$ cat src/rtl/hier_unit_arbiter_pkg.sv
// Shared types for the round-robin shared-unit arbiter: FSM state encoding and default sizing.
package hier_arb_pkg;
  localparam int NUM_REQ_DEF = 4;
  localparam int W_DEF       = 1;

  typedef enum logic [1:0] {
    IDLE    = 2'd0,
    ISSUE   = 2'd1,
    CAPTURE = 2'd2
  } state_t;
endpackage

$ cat src/rtl/hier_unit_arbiter_if.sv
// Requester-side and unit-side signal bundle for hier_unit_arbiter.
interface hier_unit_arbiter_if
  import hier_arb_pkg::*;
#(
  parameter int NUM_REQ = NUM_REQ_DEF,
  parameter int W       = W_DEF
);
  logic [NUM_REQ-1:0]   req;
  logic [NUM_REQ*W-1:0] req_a;
  logic [NUM_REQ*W-1:0] req_b;
  logic [NUM_REQ-1:0]   gnt;
  logic [NUM_REQ-1:0]   resp_valid;
  logic [W-1:0]         resp_c;
  logic [W-1:0]         unit_a;
  logic [W-1:0]         unit_b;
  logic [W-1:0]         unit_c;
  logic                 busy;

  modport slave  (input  req, req_a, req_b, unit_c,
                  output gnt, resp_valid, resp_c, unit_a, unit_b, busy);
  modport master (output req, req_a, req_b,
                  input  gnt, resp_valid, resp_c, busy);
  modport unit   (input  unit_a, unit_b, output unit_c);
endinterface

$ cat src/rtl/hier_unit_arbiter_rr_pick.sv
// Combinational round-robin picker: first set req bit at or after ptr, wrapping modulo NUM_REQ.
module rr_pick #(
  parameter int NUM_REQ = 4,
  parameter int PW      = $clog2(NUM_REQ)
) (
  input  logic [NUM_REQ-1:0] req,
  input  logic [PW-1:0]      ptr,
  output logic [NUM_REQ-1:0] onehot,
  output logic [PW-1:0]      idx,
  output logic               any
);
  int          j;
  logic [PW-1:0] jw;

  always_comb begin
    onehot = '0;
    idx    = '0;
    any    = 1'b0;
    j      = 0;
    jw     = '0;
    for (int k = 0; k < NUM_REQ; k++) begin
      j  = (int'(ptr) + k) % NUM_REQ;
      jw = PW'(j);
      if (!any && req[jw]) begin
        any        = 1'b1;
        idx        = jw;
        onehot[jw] = 1'b1;
      end
    end
  end
endmodule

$ cat src/rtl/hier_unit_arbiter.sv
// Round-robin arbiter sharing one combinational a,b->c unit among NUM_REQ requesters.
// Optional HIER_ARB_STATS_EN adds txn_cnt and last_winner outputs.
module hier_unit_arbiter
  import hier_arb_pkg::*;
#(
  parameter int NUM_REQ = NUM_REQ_DEF,
  parameter int W       = W_DEF,
  parameter int PW      = $clog2(NUM_REQ)
) (
  input  logic                 clk,
  input  logic                 rst_n,
  hier_unit_arbiter_if.slave   bus
`ifdef HIER_ARB_STATS_EN
  ,
  output logic [15:0]          txn_cnt,
  output logic [PW-1:0]        last_winner
`endif
);
  state_t             state, nxt;
  logic [PW-1:0]      ptr, win_idx;
  logic [NUM_REQ-1:0] pick_oh;
  logic [PW-1:0]      pick_idx;
  logic               pick_any;
  logic [W-1:0]       c_q;
  logic               ld, smp, fin;

  rr_pick #(.NUM_REQ(NUM_REQ), .PW(PW)) u_pick (
    .req    (bus.req),
    .ptr    (ptr),
    .onehot (pick_oh),
    .idx    (pick_idx),
    .any    (pick_any)
  );

  always_ff @(posedge clk or negedge rst_n) begin
    if (!rst_n) state <= IDLE;
    else        state <= nxt;
  end

  always_comb begin
    nxt = state;
    case (state)
      IDLE:    if (pick_any) nxt = ISSUE;
      ISSUE:   nxt = CAPTURE;
      CAPTURE: nxt = IDLE;
      default: nxt = IDLE;
    endcase
  end

  always_comb begin
    ld       = (state == IDLE) && pick_any;
    smp      = (state == ISSUE);
    fin      = (state == CAPTURE);
    bus.busy = (state == ISSUE) || (state == CAPTURE);
  end

  // The unit is fed only during ISSUE, so its output is sampled at the end of ISSUE
  // and only presented on resp_c at the end of CAPTURE, when operands are already back at 0.
  always_ff @(posedge clk or negedge rst_n) begin
    if (!rst_n) begin
      bus.gnt        <= '0;
      bus.resp_valid <= '0;
      bus.resp_c     <= '0;
      bus.unit_a     <= '0;
      bus.unit_b     <= '0;
      c_q            <= '0;
      ptr            <= '0;
      win_idx        <= '0;
    end else begin
      bus.resp_valid <= '0;
      if (ld) begin
        bus.gnt    <= pick_oh;
        win_idx    <= pick_idx;
        bus.unit_a <= bus.req_a[int'(pick_idx)*W +: W];
        bus.unit_b <= bus.req_b[int'(pick_idx)*W +: W];
      end
      if (smp) begin
        c_q        <= bus.unit_c;
        bus.unit_a <= '0;
        bus.unit_b <= '0;
      end
      if (fin) begin
        bus.resp_c     <= c_q;
        bus.resp_valid <= bus.gnt;
        bus.gnt        <= '0;
        ptr            <= (win_idx == PW'(NUM_REQ-1)) ? '0 : win_idx + 1'b1;
      end
    end
  end

`ifdef HIER_ARB_STATS_EN
  always_ff @(posedge clk or negedge rst_n) begin
    if (!rst_n) begin
      txn_cnt     <= '0;
      last_winner <= '0;
    end else if (fin) begin
      if (txn_cnt != 16'hFFFF) txn_cnt <= txn_cnt + 16'd1;
      last_winner <= win_idx;
    end
  end
`endif
endmodule

$ cat src/flat_wrapper.sv
// flat-port wrapper written by rule: the top's interface ports become plain ports
module hier_unit_arbiter_flat import hier_arb_pkg::*;
#(
  parameter int NUM_REQ = NUM_REQ_DEF,
  parameter int W       = W_DEF,
  parameter int PW      = $clog2(NUM_REQ)
)
  (clk, rst_n, bus_req, bus_req_a, bus_req_b, bus_unit_c, bus_gnt, bus_resp_valid, bus_resp_c, bus_unit_a, bus_unit_b, bus_busy);
  hier_unit_arbiter_if #(.NUM_REQ(NUM_REQ), .W(W)) bus_i ();
  input  logic clk;
  input  logic rst_n;
  input wire logic [$bits(bus_i.req)-1:0] bus_req;
  input wire logic [$bits(bus_i.req_a)-1:0] bus_req_a;
  input wire logic [$bits(bus_i.req_b)-1:0] bus_req_b;
  input wire logic [$bits(bus_i.unit_c)-1:0] bus_unit_c;
  output wire logic [$bits(bus_i.gnt)-1:0] bus_gnt;
  output wire logic [$bits(bus_i.resp_valid)-1:0] bus_resp_valid;
  output wire logic [$bits(bus_i.resp_c)-1:0] bus_resp_c;
  output wire logic [$bits(bus_i.unit_a)-1:0] bus_unit_a;
  output wire logic [$bits(bus_i.unit_b)-1:0] bus_unit_b;
  output wire logic [$bits(bus_i.busy)-1:0] bus_busy;
  assign bus_i.req = bus_req;
  assign bus_i.req_a = bus_req_a;
  assign bus_i.req_b = bus_req_b;
  assign bus_i.unit_c = bus_unit_c;
  assign bus_gnt = bus_i.gnt;
  assign bus_resp_valid = bus_i.resp_valid;
  assign bus_resp_c = bus_i.resp_c;
  assign bus_unit_a = bus_i.unit_a;
  assign bus_unit_b = bus_i.unit_b;
  assign bus_busy = bus_i.busy;
  hier_unit_arbiter #(.NUM_REQ(NUM_REQ), .W(W), .PW(PW)) u_core (.clk(clk), .rst_n(rst_n), .bus(bus_i));
endmodule
$ cat config.mk
export PLATFORM = sky130hd
export DESIGN_NAME = hier_unit_arbiter_flat
export DESIGN_NICKNAME = d
export VERILOG_FILES = /design/src/rtl/hier_unit_arbiter_pkg.sv /design/src/rtl/hier_unit_arbiter_if.sv /design/src/rtl/hier_unit_arbiter_rr_pick.sv /design/src/rtl/hier_unit_arbiter.sv /design/src/flat_wrapper.sv
export SDC_FILE = /design/constraint.sdc
export NUM_CORES = 1
export LEC_CHECK = 0
export ABC_CLOCK_PERIOD_IN_PS = 7020
export CAP_MARGIN = 20
export CORE_ASPECT_RATIO = 0.6
export CORE_UTILIZATION = 35
export CTS_CLUSTER_DIAMETER = 120
export DETAILED_ROUTE_END_ITERATION = 8
export PLACE_DENSITY_LB_ADDON = 0.1
export SYNTH_ARGS = -nofsm -noshare
export SYNTH_HDL_FRONTEND = slang
export SYNTH_SLANG_ARGS = --single-unit
$ cat constraint.sdc
create_clock -name clk -period 7.02 [get_ports clk]
set_input_delay 0.702 -clock clk [delete_from_list [all_inputs] [get_ports clk]]
set_output_delay 0.702 -clock clk [all_outputs]
set_load 0.01 [all_outputs]
==> run_results.csv <==
group,metric,value,unit
run_status,run_status,"finished, final reports clean",
synthesis,avgSynthCellArea,9.32,µm²
layout,drive_above_1_share,0.0838,
worst_hold_path,hold_path_class,"reg2reg",
synthesis,synthesis.area,1360,µm²
clock_network,cts-resized-gates,0,
power,power.combinational.fraction,0.614,
run,cap_violations,0,
die,initial_core_util,0.367,
timing,fin_ws,4150,ps
critical_path,timing.critical_path.from_type,"flip-flop",
placement,place.port_buffers,26,
synthesis,syn_inst,146,
clock_network,ctsHtreeMaxLevel,1,
synthesis,synth.yosys.seq_area_share,0.331,
clock_network,cts_num_sinks,18,
timing,post-route-min-period,2870,ps
grt,first_global_vias,1029,
timing,setup_viol_count_final,0,
grt,grt_max_degree,20,
timing,final-hold-violation-count,0,
power,p_leak,0.000697,µW
drt,vias_per_cell,5.44,
synthesis,synth_nets,174,
die,vertical_extent_of_the_die,50.3,µm
critical_path,worstPathRequired,7140,ps
power,switching_share,0.430,
critical_path,max_fanout_on_critical_path,19,
die,die-area,4150,µm²
die,rows,17,
critical_path,timing.setup.critical_path_class,"reg2reg",
critical_path,setup.worst_path.end_class,"flip-flop",
timing,unrepaired_setup_endpoints_after_global_routing,"false",
clock_network,clk_pin_slew_worst_paths,70,ps
clock_network,cts-buffers-inserted,3,
placement,placed_wire_length_estimate_after_detailed_placement,2.29,mm
power,power_frac_clock,0.113,
timing,period_share,0.409,
timing,finClkSkew,1.41,ps
die,coreArea,3700,µm²
grt,overflow,0,
grt,grt_first_pass_wirelength,4.97,mm
power,total_power,730,µW
layout,area.growth.synth_to_final,22.2,%
timing,worst_hold_check_slack,504,ps
drt,avgRoutedWirePerCell,13.9,µm
drt,final_wirelength,2.97,mm
clock_network,cts.repair_timing.setup_buffer_count,0,
clock_network,clock_root_buffer,"sky130_fd_sc_hd__clkbuf_8",
timing,tightestPinTransition,809,ps
layout,antenna_cells,0,
grt,grt_util_all_layers,0.159,
grt,grt_antenna_before_repair,0,
power,internal-power,416,µW
drt,drt_iter0_drc,139,
drt,drc,0,
power,power_switching,314,µW
synthesis,ys_seq_elements,18,
layout,fin_area,1660,µm²
clock_network,clk_path_buf_depth,2,
die,io-pin-count,27,
clock_network,worst_skew_pair_latency,250,ps
timing,slew-limit-headroom,0.459,
drt,antenna_left,0,
timing,finalSetupTns,0,ps
placement,placedInstanceArea,1610,µm²
synthesis,synth_cell_types,42,
critical_path,critical_path_arrival,2990,ps
placement,dpl_worst_slack,4120,ps
drt,dr.pass1.iters,4,
power,power-per-cell-area,439,nW/µm²
clock_network,cts_tree,"yes",
power,vdd_ir_drop_max,0.000165,V
placement,place_congestion,0.773,
die,die_width,82.5,µm
timing,final-max-slew-violation-count,0,
layout,nNetsFinal,196,
drt,total_number_of_vias,1165,
clock_network,cts.hold.buffers_added,0,
power,p_seq_frac,0.273,
synthesis,yosysWarnings,0,
timing,fmax,348,MHz
-- sequential cells by signal, summed over array words and instances, names as in the netlist --
register               cells
u_core.ptr                 2
u_core.state               2
u_core.c_q                 1
u_core.bus.resp_valid      4
u_core.win_idx             2
u_core.bus.resp_c          1
u_core.bus.unit_a          1
u_core.bus.gnt             4
u_core.bus.unit_b          1
-- area by class of cell --
| cell class | instances | area, µm² |
|---|---|---|
| inverters | 4 | 15.0 |
| clock buffers | 4 | 55.1 |
| well taps | 47 | 58.8 |
| flip-flops and latches | 18 | 450 |
| repair buffers | 26 | 260 |
| fillers | 371 | 2040 |
| multi-input cells | 115 | 822 |
-- power by group through the flow --
stage	combinational (µW)	clock, µW	sequential [µW]
finish	448	82.3	199
global placement	441	0	200
CTS	449	84.6	200
detailed placement	446	0	202
global route	496	89.5	209
floorplan	327	0	192
-- cell usage in the layout (no fill, tap or decap), types with 2 or more instances in the layout --
cell                              instances
sky130_fd_sc_hd__o22ai_1                  2
sky130_fd_sc_hd__nand2b_1                 2
sky130_fd_sc_hd__ha_1                    13
sky130_fd_sc_hd__a211oi_1                 4
sky130_fd_sc_hd__nand3_1                  4
sky130_fd_sc_hd__o21ai_0                  6
sky130_fd_sc_hd__clkdlybuf4s50_1         26
sky130_fd_sc_hd__nand2_1                 15
sky130_fd_sc_hd__clkbuf_8                 4
sky130_fd_sc_hd__nor2_1                  21
sky130_fd_sc_hd__o2111ai_1                2
sky130_fd_sc_hd__nor3_1                   5
sky130_fd_sc_hd__a22oi_1                  4
sky130_fd_sc_hd__dfrtp_1                 18
sky130_fd_sc_hd__mux2i_1                  4
sky130_fd_sc_hd__inv_1                    4
sky130_fd_sc_hd__mux2_2                   4
sky130_fd_sc_hd__nor2b_1                  2
sky130_fd_sc_hd__and2_1                   5
sky130_fd_sc_hd__a21oi_1                  4
-- worst paths after layout --
kind	startpoint	cells past startpoint	slack, ps	to
max	u_core.ptr[0]	7	4150	u_core.bus.unit_a
min	u_core.win_idx[1]	2	500	u_core.win_idx[1]
max reg2reg	u_core.ptr[0]	7	4150	u_core.bus.unit_a
min reg2reg	u_core.win_idx[1]	2	500	u_core.win_idx[1]
max in group asynchronous	rst_n	1	5600	u_core.bus.gnt[2]
min in group asynchronous	rst_n	1	920	u_core.state[0]
-- cells in the mapped netlist --
library cell,instances,area share
sky130_fd_sc_hd__nor2_1,21,0.058
sky130_fd_sc_hd__dfrtp_1,18,0.33
sky130_fd_sc_hd__nand2_1,15,0.041
sky130_fd_sc_hd__ha_1,13,0.12
sky130_fd_sc_hd__o21ai_0,6,0.022
sky130_fd_sc_hd__and2_1,5,0.023
sky130_fd_sc_hd__nor3_1,5,0.018
sky130_fd_sc_hd__a211oi_1,4,0.022
sky130_fd_sc_hd__a21oi_1,4,0.015
sky130_fd_sc_hd__a22oi_1,4,0.022
sky130_fd_sc_hd__inv_1,4,0.011
sky130_fd_sc_hd__mux2_2,4,0.033
sky130_fd_sc_hd__mux2i_1,4,0.029
sky130_fd_sc_hd__nand3_1,4,0.015
sky130_fd_sc_hd__buf_2,2,0.0074
sky130_fd_sc_hd__buf_4,2,0.011
sky130_fd_sc_hd__clkbuf_8,2,0.020
sky130_fd_sc_hd__nand2b_1,2,0.0092
sky130_fd_sc_hd__nor2b_1,2,0.0092
sky130_fd_sc_hd__o2111ai_1,2,0.013
sky130_fd_sc_hd__o22ai_1,2,0.0092
sky130_fd_sc_hd__a2111o_1,1,0.0083
sky130_fd_sc_hd__a2111oi_1,1,0.0074
sky130_fd_sc_hd__a211o_1,1,0.0064
sky130_fd_sc_hd__a21boi_0,1,0.0055
sky130_fd_sc_hd__a22oi_2,1,0.0092
sky130_fd_sc_hd__a32oi_1,1,0.0064
sky130_fd_sc_hd__buf_6,1,0.0083
sky130_fd_sc_hd__clkbuf_1,1,0.0028
sky130_fd_sc_hd__clkbuf_2,1,0.0037
sky130_fd_sc_hd__mux4_1,1,0.019
sky130_fd_sc_hd__mux4_2,1,0.017
sky130_fd_sc_hd__nor2b_4,1,0.010
sky130_fd_sc_hd__nor4_1,1,0.0046
sky130_fd_sc_hd__o22a_1,1,0.0064
sky130_fd_sc_hd__o22a_2,1,0.0074
sky130_fd_sc_hd__o22ai_2,1,0.0092
sky130_fd_sc_hd__o31a_1,1,0.0064
sky130_fd_sc_hd__o32ai_1,1,0.0064
sky130_fd_sc_hd__or3_1,1,0.0046
sky130_fd_sc_hd__or3_2,1,0.0055
sky130_fd_sc_hd__or4_1,1,0.0055
-- logic make-up after synthesis --
logic type / Yosys count / share of synthesized area
AND/OR/NAND/NOR: 59 / 0.204
flip-flops: 18 / 0.331
multiplexers: 10 / 0.0984
AO/OA/AOI/OAI: 33 / 0.182
adder cells (fa/ha/maj): 13 / 0.120
buffers and inverters: 13 / 0.0644
-- worst max-delay path, stage by stage (launching register included) --
cell and delay [ps]:
sky130_fd_sc_hd__dfrtp_1 770, sky130_fd_sc_hd__inv_1 300, sky130_fd_sc_hd__ha_1 450, sky130_fd_sc_hd__mux4_2 430, sky130_fd_sc_hd__a22oi_2 240, sky130_fd_sc_hd__o22a_2 220
sky130_fd_sc_hd__mux2i_1 210, sky130_fd_sc_hd__o22ai_1 110
-- metrics by stage --
| step | util | instances |
|---|---|---|
| 6_report | 0.449 | 214 |
| 5_1_grt | 0.449 | 214 |
| 4_1_cts | 0.449 | 214 |
| 3_5_place_dp | 0.434 | 210 |
| 3_3_place_gp | 0.434 | 210 |
| 2_1_floorplan | - | 146 |
-- layer usage --
| metal | routed length (µm) | vias up | track usage |
|---|---|---|---|
| li1 | - | 566 | - |
| met1 | 1500 | 545 | 0.244 |
| met2 | 1230 | 54 | 0.218 |
| met3 | 231 | 0 | 0.0509 |
| met4 | 0 | 0 | 0.0175 |
| met5 | 0 | - | 0 |
(Power assumes the default switching activity.)
